File: src/rtl/msg_tgen_chk.sv
// Debug message generator/checker: emits a stepped message stream on a 4-phase
// source channel and validates messages arriving on a 4-phase sink channel.
`ifndef NS_ADDRESS_SIZE
  `define NS_ADDRESS_SIZE 8
`endif
`ifndef NS_DATA_SIZE
  `define NS_DATA_SIZE 8
`endif
`ifndef NS_REDUN_SIZE
  `define NS_REDUN_SIZE 4
`endif

module calc_redun #(
  parameter int ASZ = 8,
  parameter int DSZ = 8,
  parameter int RSZ = 4
) (
  input  logic [ASZ-1:0] src,
  input  logic [ASZ-1:0] dst,
  input  logic [DSZ-1:0] dat,
  output logic [RSZ-1:0] red
);
  localparam int W = 2 * ASZ + DSZ;
  localparam int N = (W + RSZ - 1) / RSZ;

  logic [N*RSZ-1:0] padded;

  // XOR-fold the concatenated fields into RSZ-wide chunks, zero-padding the top.
  always_comb begin
    padded = (N*RSZ)'({src, dst, dat});
    red    = '0;
    for (int i = 0; i < N; i++) red = red ^ padded[i*RSZ +: RSZ];
  end
endmodule

File: config.mk
export PLATFORM = sky130hd
export DESIGN_NAME = calc_redun
export DESIGN_NICKNAME = d
export VERILOG_FILES = /design/src/rtl/msg_tgen_chk.sv
export SDC_FILE = /design/constraint.sdc
export NUM_CORES = 1
export LEC_CHECK = 0
export ABC_AREA = 0
export CAP_MARGIN = 10
export CORE_AREA = 10 10 47 49
export DETAILED_ROUTE_END_ITERATION = 16
export DIE_AREA = 0 0 57 59
export GPL_TIMING_DRIVEN = 0
export SYNTH_ARGS = -nofsm -noshare
export SYNTH_HDL_FRONTEND = slang
export SYNTH_SLANG_ARGS = --single-unit
File: constraint.sdc
create_clock -name vclk -period 2.1
set_input_delay 0.315 -clock vclk [all_inputs]
set_output_delay 0.315 -clock vclk [all_outputs]
set_load 0.02 [all_outputs]
Yosys cells after proc, flatten, opt, wreduce, memory -nomap -nowiden
Cells that the tools add are included.

storage, ports and cells
  register bits = 0
  logic and storage cells = 5

cells by class
  bitwise gates (word level) = 5

operators with widths
  cell         number
  $xor 4x4->4  5

Logic depth before layout (Yosys ltp)
  depth after elaboration = 5
  depth in mapped cells = 2
  mapped depth without buffers = 2

Least setup slack after synthesis
No wires, ideal clock.

  path type = in2out
  start = input port dat[4]
  end = output port red[0]
  setup slack = 0.844 ns
  required time = 1.785 ns
  buffers on the path = 0
  stages = 2
  arrival time = 0.941 ns
  path through = xnor2_1 -> xnor3_1

between the ends
  longest elaborated chain between the ends = 5

ends and longest elaborated chain
  what                      RTL line  text
  start, declared           20        input logic [DSZ-1:0] dat,
  $xor 4x4->4 (5 in a row)  32        for (int i = 0; i < N; i++) red = red ^ padded[i*RSZ +: RSZ];
  end, declared             21        output logic [RSZ-1:0] red

Every way passes these cells.

Final worst setup path
  start = input port dat[6]
  end = output port red[2]

The elaborated chain is that of the path after synthesis.

==> metrics.cfg <==
[floorplanning]
die_width_um=57
core_um2=1401
fp.dieH_um=59
num_rows=14
dieArea_um2=3363
start_util=0.1607
ios=28

[drt]
drt_first_pass_iters=1
num_vias=216
initialDrtViolationCount=0
routed_via_density=3.600
wl_um=764
drc_errors=0
wl_per_cell_um=12.73
drtAntennaViolNets=0

[synthesis]
netlist_area_um2=225.2
synth_seq_area_share=0
yosys_warnings=0
synth_cell_types=3
synth_fp_nets=40
syn_area_per_cell_um2=14.08
syn_inst=16

[cells_and_area]
final_common_cell=clkdlybuf4s50_1
areaGrowthSynthToFinish_pct=131.1
n_sequential_cell=0
n_antenna_cell=0
layout_common_cells=clkdlybuf4s50_1 (24), xnor2_1 (8), xnor2_2 (4), xnor3_1 (4), dlygate4sd2_1 (4)
drive_above_1_share=0.09091
fin_nets=70
clockBufferCount=0
design_area_um2=520.5
seqCellArea_um2=0

[worst_setup_path]
crit_start=dat[6]
cp.arrival_ps=1650
cp_cell_sequence=clkdlybuf4s50_1 > xnor2_1 > xnor3_1 > dlygate4sd2_1
critPathMaxFanout=1
cp_num_cells=4
cp_top_family=buffers and inverters
cp_slowest_stage_delay_ps=420
critPathRequiredTime_ps=1780
worstSetupStartpointType=input port
path_class=input port to primary output
critPathCapture=red[2]
cp.buffers_inverters=2
critPathCaptureType=primary output
slowest_stage=clkdlybuf4s50_1

[grt]
first_global_vias=258
met1_usage=0.05762
grt.total_usage=0.04252
gr-max-usage-layer=met1
grt_antenna_before_repair=0
grt_pass1_wl_um=1193
grt_overflow=0
grt_max_degree=2
gr-usage-met2=0.04806
use_met3=0.04077

[timing]
setup_violations=0
fin_hold_ws_ps=1652
slew_headroom=0.8436
rsz0062_at_grt=false
hold_viol=0
slew_viol_final=0
final.min_clock_period_ps=1967
clock.fmax_ghz=0.5084
fin_crit_sh=0.9367
tightest_slew_ps=235.6

[status]
status=finished, final reports clean

[pwr]
power_density_nw_per_um2=355.3
peakVddDrop_uv=161.0
power.leakage_uw=0.0002248

[min_path]
hold_path_class=input port to primary output

[placement]
portBuffers=28
place_area_um2=525.5
gp_congestion=0.6011

[flow_run]
cap_violations=0

[clock_network]
post_cts_buffers=0

==> synth_stat cells (all sizes together) <==
library cell,n,area (µm²)
xnor2,12,135.1
xnor3,4,90.09
==> cell families (layout without fill, tap and decap cells) <==
family | count (synthesis) | in the layout | share of synthesized area
buffers and inverters | 0 | 28 | 0
XOR/XNOR | 16 | 16 | 1.000
==> timing repair <==
item,in CTS,in global routing
endpoints found under the hold margin,0,0
setup endpoints to repair,4,0
hold buffers,0,0
resized for setup,4,0
==> cell type report <==
| cell class | count | area [µm²] |
|---|---|---|
| repair buffers | 28 | 275.3 |
| well taps | 16 | 20.02 |
| fillers | 154 | 880.8 |
| multi-input cells | 16 | 225.2 |
==> routing by layer <==
layer / wire length (µm) / vias up
met3: 191 / 0
met4: 0 / 0
met2: 197 / 32
li1: - / 108
met1: 375 / 76
met5: 0 / -
==> per-stage QoR <==
stage	total power (µW)	cells	TNS (ps)	utilization	setup slack, ps
after global placement	206.4	60	-402.6	0.3750	-124.6
after floorplan	102.0	16	0	-	844.3
final	184.9	60	0	0.3714	132.9
after global routing	201.3	60	0	0.3714	40.93
after detailed placement	207.0	60	-419.4	0.3750	-125.8
after CTS	189.3	60	0	0.3714	98.15
==> how the worst min path moves through the flow <==
stage / to / cells past startpoint / startpoint / slack, ps
floorplan: red[0] / 2 / dst[4] / 940
global placement: red[1] / 4 / dst[5] / 1890
detailed placement: red[1] / 4 / dst[5] / 1890
CTS: red[1] / 4 / dst[5] / 1660
global route: red[2] / 4 / src[2] / 1710
finish: red[1] / 4 / dst[5] / 1650
==> report_power, final <==
group | switching (µW) | leakage [µW] | internal (µW)
registers | 0 | 0 | 0
logic | 70.0 | 0.000225 | 115
clock network | 0 | 0 | 0
No activity file was read; power rests on OpenSTA's default activity.
